==> src/rtl/mux_pipe_pkg.sv <==
// Shared constants and helpers for the pipelined N:1 word multiplexer tree.
package mux_pipe_pkg;

   localparam int RADIX = 4;

   typedef logic [1:0] sel_slice_t;

   // Number of radix-4 tree levels needed to cover n channels (at least one).
   function automatic int mux_levels(input int n);
      int lv;
      int span;
      lv   = 1;
      span = RADIX;
      while (span < n) begin
         span = span * RADIX;
         lv   = lv + 1;
      end
      return lv;
   endfunction

endpackage

==> src/rtl/mux_pipe_n_mux4_stage.sv <==
// One tree level: GROUPS parallel 4:1 word muxes with registered outputs,
// per-beat valid/select/err carried alongside, and its own load enable.
module mux4_stage
   import mux_pipe_pkg::*;
#(
   parameter int GROUPS   = 1,
   parameter int WIDTH    = 8,
   parameter int SEL_BITS = 2
) (
   input  logic                          clk,
   input  logic                          rst,
   input  logic                          i_valid,
   input  logic [GROUPS*RADIX*WIDTH-1:0] i_data,
   input  logic [SEL_BITS-1:0]           i_sel,
   input  logic                          i_err,
   input  logic                          i_en_dn,
   output logic                          o_en,
   output logic                          o_valid,
   output logic [GROUPS*WIDTH-1:0]       o_data,
   output logic [SEL_BITS-1:0]           o_sel,
   output logic                          o_err
);

   sel_slice_t                w_slice;
   logic                      w_en;
   logic [GROUPS*WIDTH-1:0]   w_mux;

   logic                      r_valid;
   logic                      r_err;
   logic [GROUPS*WIDTH-1:0]   r_data;
   logic [SEL_BITS-1:0]       r_sel;

   assign w_slice = i_sel[1:0];
   // An empty stage always loads, so bubbles collapse toward the output.
   assign w_en    = ~r_valid | i_en_dn;

   genvar gi;
   generate
      for (gi = 0; gi < GROUPS; gi++) begin : g_grp
         assign w_mux[gi*WIDTH +: WIDTH] =
            i_data[(gi*RADIX + int'(w_slice))*WIDTH +: WIDTH];
      end
   endgenerate

   always_ff @(posedge clk) begin
      if (rst) begin
         r_valid <= 1'b0;
         r_err   <= 1'b0;
         r_data  <= '0;
         r_sel   <= '0;
      end else if (w_en) begin
         r_valid <= i_valid;
         if (i_valid) begin
            r_data <= w_mux;
            r_sel  <= i_sel >> 2;
            r_err  <= i_err;
         end
      end
   end

   assign o_en    = w_en;
   assign o_valid = r_valid;
   assign o_data  = r_data;
   assign o_sel   = r_sel;
   assign o_err   = r_err;

endmodule

==> src/rtl/mux_pipe_n.sv <==
// Pipelined N:1 word mux built from radix-4 registered stages with valid/ready.
// Define MUX_SEL_CHECK_EN to flag out-of-range selects on sel_err (data forced to 0).
module mux_pipe_n
   import mux_pipe_pkg::*;
#(
   parameter int N_IN  = 16,
   parameter int WIDTH = 8,
   parameter int SEL_W = $clog2(N_IN)
) (
   input  logic                  clk,
   input  logic                  rst,
   input  logic [N_IN*WIDTH-1:0] in_data,
   input  logic [SEL_W-1:0]      in_sel,
   input  logic                  in_valid,
   output logic                  in_ready,
   output logic [WIDTH-1:0]      out_data,
   output logic                  out_valid,
   input  logic                  out_ready,
   output logic                  sel_err
);

   localparam int L   = mux_levels(N_IN);
   localparam int SB  = 2 * L;
   localparam int PAD = RADIX ** L;

   logic [PAD*WIDTH-1:0] w_pad;
   logic [SB-1:0]        w_sel0;
   logic                 w_err0;

   logic [SB-1:0]        w_sel   [0:L];
   logic                 w_valid [0:L];
   logic                 w_err   [0:L];
   logic [SB-1:0]        w_sel_unused;

   always_comb begin
      w_pad                    = '0;
      w_pad[N_IN*WIDTH-1:0]    = in_data;
      w_sel0                   = '0;
      w_sel0[SEL_W-1:0]        = in_sel;
`ifdef MUX_SEL_CHECK_EN
      w_err0 = ({1'b0, in_sel} >= (SEL_W+1)'(N_IN));
      if (w_err0) begin
         w_pad = '0;
      end
`else
      w_err0 = 1'b0;
`endif
   end

   assign w_valid[0] = in_valid;
   assign w_sel[0]   = w_sel0;
   assign w_err[0]   = w_err0;

   genvar gi;
   generate
      for (gi = 0; gi < L; gi++) begin : g_stage
         localparam int GROUPS = RADIX ** (L - gi - 1);
         logic [GROUPS*RADIX*WIDTH-1:0] w_din;
         logic [GROUPS*WIDTH-1:0]       w_q;
         logic                          w_en_up;
         logic                          w_en_dn;

         if (gi == 0) begin : g_head
            assign w_din = w_pad;
         end else begin : g_body
            assign w_din = g_stage[gi-1].w_q;
         end

         // The ready chain runs backward from out_ready through each stage.
         if (gi == L - 1) begin : g_tail
            assign w_en_dn = out_ready;
         end else begin : g_mid
            assign w_en_dn = g_stage[gi+1].w_en_up;
         end

         mux4_stage #(
            .GROUPS   (GROUPS),
            .WIDTH    (WIDTH),
            .SEL_BITS (SB)
         ) u_stage (
            .clk     (clk),
            .rst     (rst),
            .i_valid (w_valid[gi]),
            .i_data  (w_din),
            .i_sel   (w_sel[gi]),
            .i_err   (w_err[gi]),
            .i_en_dn (w_en_dn),
            .o_en    (w_en_up),
            .o_valid (w_valid[gi+1]),
            .o_data  (w_q),
            .o_sel   (w_sel[gi+1]),
            .o_err   (w_err[gi+1])
         );
      end
   endgenerate

   assign w_sel_unused = w_sel[L];
   assign in_ready     = g_stage[0].w_en_up;
   assign out_data     = g_stage[L-1].w_q;
   assign out_valid    = w_valid[L];
   assign sel_err      = w_err[L];

endmodule

==> config.mk <==
export PLATFORM = sky130hd
export DESIGN_NAME = mux_pipe_n
export DESIGN_NICKNAME = d
export VERILOG_FILES = /design/src/rtl/mux_pipe_pkg.sv /design/src/rtl/mux_pipe_n_mux4_stage.sv /design/src/rtl/mux_pipe_n.sv
export SDC_FILE = /design/constraint.sdc
export NUM_CORES = 1
export LEC_CHECK = 0
export CORE_ASPECT_RATIO = 1.5
export CORE_MARGIN = 2
export CORE_UTILIZATION = 45
export CTS_BUF_LIST = sky130_fd_sc_hd__clkbuf_4
export DETAILED_ROUTE_END_ITERATION = 7
export DONT_BUFFER_PORTS = 1
export PLACE_DENSITY_LB_ADDON = 0.15
export RECOVER_POWER = 50
export SYNTH_ARGS = -nofsm -noshare
export SYNTH_HDL_FRONTEND = slang
export SYNTH_SLANG_ARGS = --single-unit
==> constraint.sdc <==
create_clock -name clk -period 2.3 [get_ports clk]
set_input_delay 0.46 -clock clk [delete_from_list [all_inputs] [get_ports clk]]
set_output_delay 0.46 -clock clk [all_outputs]
set_load 0.01 [all_outputs]
Word-level counts from Yosys, hierarchy flattened
Index checks and enable logic that the tools add are counted.

operators by class
  mux-type cells = 0
  shifts and indexed selects = 5
  $add $sub $neg = 3
  div/mod/pow operators = 0
  equality and inequality tests = 0
  bitwise logic cells = 4
  multipliers = 0
  reductions and logical operators = 2
  order comparisons = 0

operators with widths
  operator               count
  $shiftx A128 B32 Y8    3
  $shiftx A128 B6 Y8     1
  $shiftx A32 B6 Y8      1
  $add A4 B2 Y5 const A  2
  $add A3 B2 Y4 const A  1
  $reduce_and A2 Y1      2
  $not A1 Y1             2
  $or A1 B1 Y1           2

storage, ports and cells
  ROM bits = 0
  RAM bits = 0
  flip-flop bits (word level) = 44
  input port bits = 136
  output and inout bits = 11
  logic and storage cells = 19
  latch bits = 0
  memories = 0

Logic depth before layout (Yosys ltp)
Gate-level depths: netlist of the first run.

  depth after elaboration = 4
  gate-level depth with buffers = 6
  mapped depth without buffers = 4

Cells and area by module
A second synthesis of the first run with hierarchy kept.

second synthesis, totals
  cell total of the unflattened synthesis = 199
  area total of the unflattened synthesis = 2588.7 um^2

by module, submodules not included
  module                           instances  sequential area each (um^2)  area an instance (um^2)  cells an instance
  mux4_stage (g_stage[0].u_stage)  1          720.7                        1924.3                   131
  mux4_stage (g_stage[1].u_stage)  1          240.2                        660.6                    67
  mux_pipe_n                       1          0.0                          3.8                      1

Worst setup path after synthesis of the first run
Ideal clock, no wire load.

  kind = input port to flip-flop
  start = input in_sel[0]
  end = register g_stage[0].u_stage.r_data[0]
  required time = 2.183 ns
  arrival time = 1.396 ns
  stages on the path = 4
  buffers on the path = 2
  setup slack = 0.787 ns
  setup time = 0.117 ns
  path through = buf_6 buf_6 mux4_2 a22o_1

between the ends
  word-level cells in the longest chain between the ends = 1

ends and longest elaborated chain
  what                  RTL line                     RTL
  from (decl)           mux_pipe_n.sv:13             input logic [SEL_W-1:0] in_sel,
  $shiftx A128 B6 Y8    mux_pipe_n_mux4_stage.sv:41  i_data[(gi*RADIX + int'(w_slice))*WIDTH +: WIDTH];
  to (signal assigned)  mux_pipe_n_mux4_stage.sv:54  r_data <= w_mux;
  to (decl)             mux_pipe_n_mux4_stage.sv:30  logic [GROUPS*WIDTH-1:0] r_data;

Every way passes these cells.
A chain may end at the register's enable or synchronous reset.

Worst setup path after layout of the first run
  start = register g_stage[0].u_stage.r_valid
  end = register g_stage[0].u_stage.r_data[9]

between the ends
  word-level cells in the longest chain between the ends = 3

ends and longest elaborated chain
  what                                RTL line                     RTL
  from (decl)                         mux_pipe_n_mux4_stage.sv:28  logic r_valid;
  from (signal assigned)              mux_pipe_n_mux4_stage.sv:52  r_valid <= i_valid;
  $not A1 Y1                          mux_pipe_n_mux4_stage.sv:35  assign w_en = ~r_valid | i_en_dn;
  $or A1 B1 Y1                        mux_pipe_n_mux4_stage.sv:35
  net in_ready                        mux_pipe_n.sv:15             output logic in_ready,
  $reduce_and A2 Y1 (no source line)  --

The timed path passes the listed nets, and every way through them passes these cells.

==> summary.md, run 1 <==
| Metric | Value |
|---|---|
| Initial DRC Count | 25 |
| Total power per unit cell area | 627 nW/um^2 |
| # diodes | 0 |
| Total wire length | 5.45 mm |
| # IOs | 147 |
| Synth Warn # | 0 |
| FMAX | 501 MHz |
| Pin slew with the least headroom to its limit | 1130 ps |
| Rel. slew slack | 0.242 |
| Max Cap Viol | 0 |
| First-pass GRT wire length | 8.27 mm |
| Clk Tree Root Cell | clkbuf_4 |
| Final Critical Period | 2000 ps |
| Layout cell share with drive strength beyond 1 | 0.313 |
| Crit path required time | 2580 ps |
| # H-tree levels | 2 |
| Residual DRC | 0 |
| Final #Nets | 301 |
| WP data arrival | 2280 ps |
| CTS resizes | 0 |
| Final setup violation count | 0 |
| Setup bufs post-CTS | 0 |
| #FFs+latches synth | 44 |
| Port bufs | 0 |
| Clock buffer depth | 2 |
| Initial core utilization | 0.470 |
| Worst reg2reg path depth | 5 |
| Period utilization | 0.868 |
| VDD IR-drop max | 281 uV |
| Reg2reg end | g_stage[0].u_stage.o_data[9] |
| Die Area | 6010 um^2 |
| Yosys cell types | 19 |
| Total CTS buffers | 5 |
| Wirelength per Cell | 23.3 um |
| Hold Vio Cnt, Final | 0 |
| CP Launch Point | g_stage[0].u_stage.o_valid |
| All-Layer GR Usage | 0.186 |
| Die Y | 94.0 um |
| WS Path Type | register to register |
| Syn-to-layout area delta | 1.55% |
| CTS tree | yes |
| Mapped Nets | 312 |
| Pre-CTS setup slack | 410 ps |
| Largest net degree at the start of global routing | 33 |
| RSZ-0062 raised after global routing | no |
| Clk Latency, worst-skew pair | 350 ps |
| Overflow after GRT | 0 |
| Status | finished clean |
| R2R Setup Slk | 300 ps |
| GPL Wtd Cong | 0.823 |
| Clock slew at reported path FFs | 130 ps |
| Class of the worst hold path | primary input to register |
| Reg-to-Reg Start | g_stage[0].u_stage.o_valid |
| Mapped Area | 2430 um^2 |
| Leak | 0.840 nW |
| Via count | 1,537 |
| Core Area | 5160 um^2 |
| # clock sinks | 44 |
| Critical Path Sink | g_stage[0].u_stage.o_data[9] |
| Design Power | 1.55 mW |
| Final core occ | 0.477 |
| Crit path launch type | register |
| Worst setup EP type | register |
| Std-Cell Rows | 32 |
| Die width | 64.0 um |
| Clock Skew | 16.1 ps |
| Setup ws final | 304 ps |
| Syn Area/Cell | 13.8 um^2 |
| Mapped Cells | 176 |
| Sequential share of the synthesized area | 0.363 |
| Setup TNS Final | 0 ps |
| Slew Limit Fails | 0 |
| Vias per cell | 6.57 |
| Crit path max fanout | 32 |
| Count of hold-fix buffers inserted at cts | 0 |
| ANT nets after route | 0 |
| Initial antenna violation count | 0 |
| DR pass1 iterations | 4 |
| Vias in the first global route | 1,681 |
| Filler cells | 465 |
[worst min path at each step]
stage                                        from                       endpoint  slack, ps  cells after the start
floorplan           g_stage[0].u_stage.o_data[26]  g_stage[0].u_stage.o_data[26]        440                      1
global placement    g_stage[0].u_stage.o_data[18]  g_stage[0].u_stage.o_data[18]        460                      1
detailed placement  g_stage[0].u_stage.o_data[18]  g_stage[0].u_stage.o_data[18]        460                      1
CTS                                           rst   g_stage[1].u_stage.o_data[4]        140                      1
global route                                  rst   g_stage[1].u_stage.o_data[4]        120                      1
finish                                        rst   g_stage[1].u_stage.o_data[4]        150                      1
[cell usage after synthesis]
cell type | instances | share of area
conb_1 | 1 | 0.0015
nor2b_1 | 1 | 0.0026
clkbuf_1 | 5 | 0.0077
buf_6 | 7 | 0.032
dfxtp_1 | 44 | 0.36
inv_4 | 1 | 0.0026
a21oi_1 | 12 | 0.025
o21ai_0 | 10 | 0.021
a22o_1 | 32 | 0.12
nand3_1 | 10 | 0.021
mux4_2 | 40 | 0.37
nand2b_1 | 1 | 0.0026
nor3_2 | 1 | 0.0041
buf_2 | 4 | 0.0082
buf_1 | 1 | 0.0015
and3b_4 | 1 | 0.0052
a21oi_4 | 1 | 0.0067
inv_1 | 2 | 0.0031
buf_4 | 2 | 0.0062
[power by group]
group | switching (mW) | leakage [nW] | total (mW) | internal (mW)
combinational | 0.0654 | 0.433 | 0.218 | 0.153
clock | 0.234 | 0.0456 | 0.473 | 0.240
sequential | 0.0405 | 0.362 | 0.855 | 0.814
[state kept, by name (all words and copies together), names as in the netlist]
register,flops
g_stage.u_stage.o_data,40
g_stage.u_stage.o_sel,2
g_stage.u_stage.o_valid,2
[stage by stage]
step | std cells | hold slack (ps) | instance area [um^2]
floorplan | 176 | 437 | 2430
finish | 234 | 154 | 2460
global route | 234 | 124 | 2460
CTS | 234 | 141 | 2470
detailed placement | 226 | 462 | 2390
global placement | 226 | 458 | 2390
[final cells by class]
type                            instances  area (um^2)  share of cell area
Inverter                                3         12.5             0.00508
Multi-Input combinational cell        110         1400               0.568
Clock inverter                          2         35.0              0.0142
Clock buffer                            6         45.0              0.0183
Timing Repair Buffer                    1         7.51             0.00305
Sequential cell                        44          881               0.357
Tap cell                               68         85.1              0.0345
[cell usage in the layout (no fill, tap or decap), drive strengths merged]
master	Yosys	final
dfxtp	44	44
mux4	40	40
a22o	32	32
a21oi	13	13
nand3	10	10
o21ai	10	10
clkbuf	5	6
inv	3	2
and3b	1	1
clkinvlp	0	1
nor3	1	1
nand2b	1	1
nor2b	1	1
conb	1	1
clkinv	0	1
bufinv	0	1
buf	14	1
[routing by layer]
| layer | track usage | share of wire | up-vias |
|---|---|---|---|
| li1 | - | - | 706 |
| met1 | 0.201 | 0.35 | 733 |
| met2 | 0.331 | 0.55 | 91 |
| met3 | 0.0659 | 0.089 | 7 |
| met4 | 0.0652 | 0.017 | 0 |
| met5 | 0 | 0 | - |
[critical path: stages, from the launching register on]
cell	delay, ps
dfxtp_1	510
and3b_1	330
clkinvlp_2	330
a21oi_4	220
buf_4	330
a22o_1	210
[logic make-up after synthesis]
| logic type | after synthesis | share of synthesized area |
|---|---|---|
| simple gates | 14 | 0.0351 |
| other cells | 1 | 0.00154 |
| buf+inv | 22 | 0.0619 |
| mux | 40 | 0.371 |
| flops | 44 | 0.363 |
| compound gates | 55 | 0.168 |
(Power assumes the default switching activity.)
==> inputs of run 2 (changes only) <==
CORE_ASPECT_RATIO = 0.9   (was 1.5)
==> run 2 against run 1 <==
Against the previous run: via count down 1.0%; cell count down 0.85%; clock skew down 9.3 ps; sequential cell count unchanged; worst hold slack better by 14 ps; wire length about the same; core utilization down 1.1 points; global-route usage about the same; non-clock buffer count unchanged.
==> summary.md, run 2 (synthesized netlist as in run 1, its figures left out) <==
| Metric | Value |
|---|---|
| Initial DRC Count | 65 (+160%) |
| Inst Count DP | 225 (-0.44%) |
| Status | finished clean |
| CP top delay family | buffers and inverters |
| Top sig layer | met4 |
| Finished Layout Cells | 232 (-0.85%) |
| Vias per cell | 6.56 (-0.19%) |
| Worst setup EP type | register |
| DR pass1 iterations | 4 (unchanged) |
| Leak | 0.826 nW (-1.7%) |
| Total wire length | 5.45 mm (about the same) |
| Via count | 1,521 (-1.0%) |
| Max Cap Viol | 0 (unchanged) |
| Vias in the first global route | 1,716 (+2.1%) |
| Worst hold stages | 1 (unchanged) |
| Max incr delay on CP | 500 ps (about the same) |
| Hold_sp | rst |
| Slowest-stage cell, CP | dfxtp_1 |
| GPL Wtd Cong | 0.780 (-5.3%) |
| Max FFs per register | 40 (unchanged) |
| Clock Skew | 6.81 ps (-9.28 ps) |
| Count of hold-fix buffers inserted at cts | 0 (unchanged) |
| Commonest non-fill, non-tap cell in the layout | dfxtp_1 |
| All-Layer GR Usage | 0.186 (+0.000292) |
| Final core occ | 0.466 (-0.0114) |
| Crit path launch type | register |
| Die Area | 6000 um^2 (-0.19%) |
| Final #Nets | 301 (unchanged) |
| Clock buffer depth | 2 (unchanged) |
| CTS resizes | 0 (unchanged) |
| CP cell instances | and3b_1, clkinvlp_2, a21oi_4, buf_4, a22o_1 |
| First-pass GRT wire length | 8.29 mm (+0.24%) |
| Worst hold slack | 168 ps (+13.9 ps) |
| CTS tree | yes |
| Clk Tree Root Cell | clkbuf_4 |
| # clock sinks | 44 (unchanged) |
| Hold path endpoint | g_stage[1].u_stage.o_data[3] |
| Final Critical Period | 1980 ps (-16.9 ps) |
| Worst path depth | 5 (unchanged) |
| WS Path Type | register to register |
| Crit path max fanout | 32 (unchanged) |
| Post-DP HPWL | 4.34 mm |
| # H-tree levels | 2 (unchanged) |
| Std-Cell Rows | 25 (-22%) |
| Largest net degree at the start of global routing | 33 (unchanged) |
| Metal3 WL | 468 um (-3.9%) |
| Layout cell share with drive strength beyond 1 | 0.309 (-0.00416) |
| R2R Setup Slk | 320 ps (+20 ps) |
| Total CTS buffers | 5 (unchanged) |
| Core Area | 5220 um^2 (+1.1%) |
| FMAX | 505 MHz (+0.85%) |
| Die width | 81.4 um (+27%) |
| Syn-to-layout area delta | 0.258% |
| Pin slew with the least headroom to its limit | 1140 ps (+5.91 ps) |
| Period utilization | 0.860 (-0.00734) |
| Crit path required time | 2580 ps (about the same) |
| DR WL met2 | 2.68 mm (-10%) |
| Reg-to-Reg Start | g_stage[0].u_stage.o_valid |
| Wirelength per Cell | 23.5 um (+0.81%) |
| ANT nets after route | 0 (unchanged) |
| CP Launch Point | g_stage[0].u_stage.o_valid |
| Total power per unit cell area | 583 nW/um^2 (-7.0%) |
| Class of the worst hold path | primary input to register |
| Setup bufs post-CTS | 0 (unchanged) |
| Crit path buffers/inverters | 2 (unchanged) |
| Clock slew at reported path FFs | 120 ps (about the same) |
| WP data arrival | 2260 ps (-20 ps) |
| Initial antenna violation count | 0 (unchanged) |
| Port bufs | 0 (unchanged) |
| Final setup violation count | 0 (unchanged) |
| Worst reg2reg path depth | 5 (unchanged) |
| Die Y | 73.7 um (-22%) |
| # diodes | 0 (unchanged) |
| VDD IR-drop max | 229 uV (-18%) |
| Most frequent cells in the layout | dfxtp_1 (44), mux4_2 (40), a22o_1 (32) |
| Routed met1 length | 2.17 mm (+15%) |
| Design Power | 1.42 mW (-8.2%) |
| Initial core utilization | 0.465 (-0.00529) |
| Overflow after GRT | 0 (unchanged) |
| Setup TNS Final | 0 ps (unchanged) |
| Reg2reg end | g_stage[0].u_stage.o_data[4] |
| RSZ-0062 raised after global routing | no |
| # IOs | 147 (unchanged) |
| Clk Latency, worst-skew pair | 340 ps (about the same) |
| Hold Vio Cnt, Final | 0 (unchanged) |
| Slew Limit Fails | 0 (unchanged) |
| Rel. slew slack | 0.238 (-0.00395) |
| Residual DRC | 0 (unchanged) |
## run 2: cell count changes in the layout (fill, tap and decap cells not counted)
cell,before,now
bufinv_16,1,0
## run 2: stage by stage
| stage | setup WS (ps) | instance area, um^2 |
|---|---|---|
| after floorplan | 787 | 2430 |
| after global placement | 481 | 2390 |
| after detailed placement | 443 | 2390 |
| after CTS | 456 | 2440 |
| after global routing | 177 | 2430 |
| final | 321 | 2430 |
## run 2: layout make-up
cell class                 count  area [um^2]
clock buffer                   6         45.0
clock inverter                 1         5.00
fill                         466         2790
inverter                       3         12.5
multi-input combinational    110         1400
sequential                    44          881
tap                           67         83.8
timing repair buffer           1         7.51
## run 2: worst max-delay path by stage
stage | slack (ps) | to
5_1_grt | 180 | g_stage[0].u_stage.o_data[14]
2_1_floorplan | 790 | g_stage[0].u_stage.o_data[0]
3_3_place_gp | 480 | g_stage[0].u_stage.o_data[26]
4_1_cts | 460 | g_stage[0].u_stage.o_data[26]
6_report | 320 | g_stage[0].u_stage.o_data[4]
3_5_place_dp | 440 | g_stage[0].u_stage.o_data[26]
## run 2: per-layer routing
layer,global-route usage,up-vias
met3,0.0455,11
met5,0,-
met2,0.308,91
met4,0.0697,0
li1,-,704
met1,0.237,715
## run 2: power breakdown
group          internal (mW)  switching [mW]  leakage (nW)
combinational          0.153          0.0673         0.433
sequential             0.814          0.0410         0.362
clock                  0.125           0.220        0.0315
total                   1.09           0.328         0.826
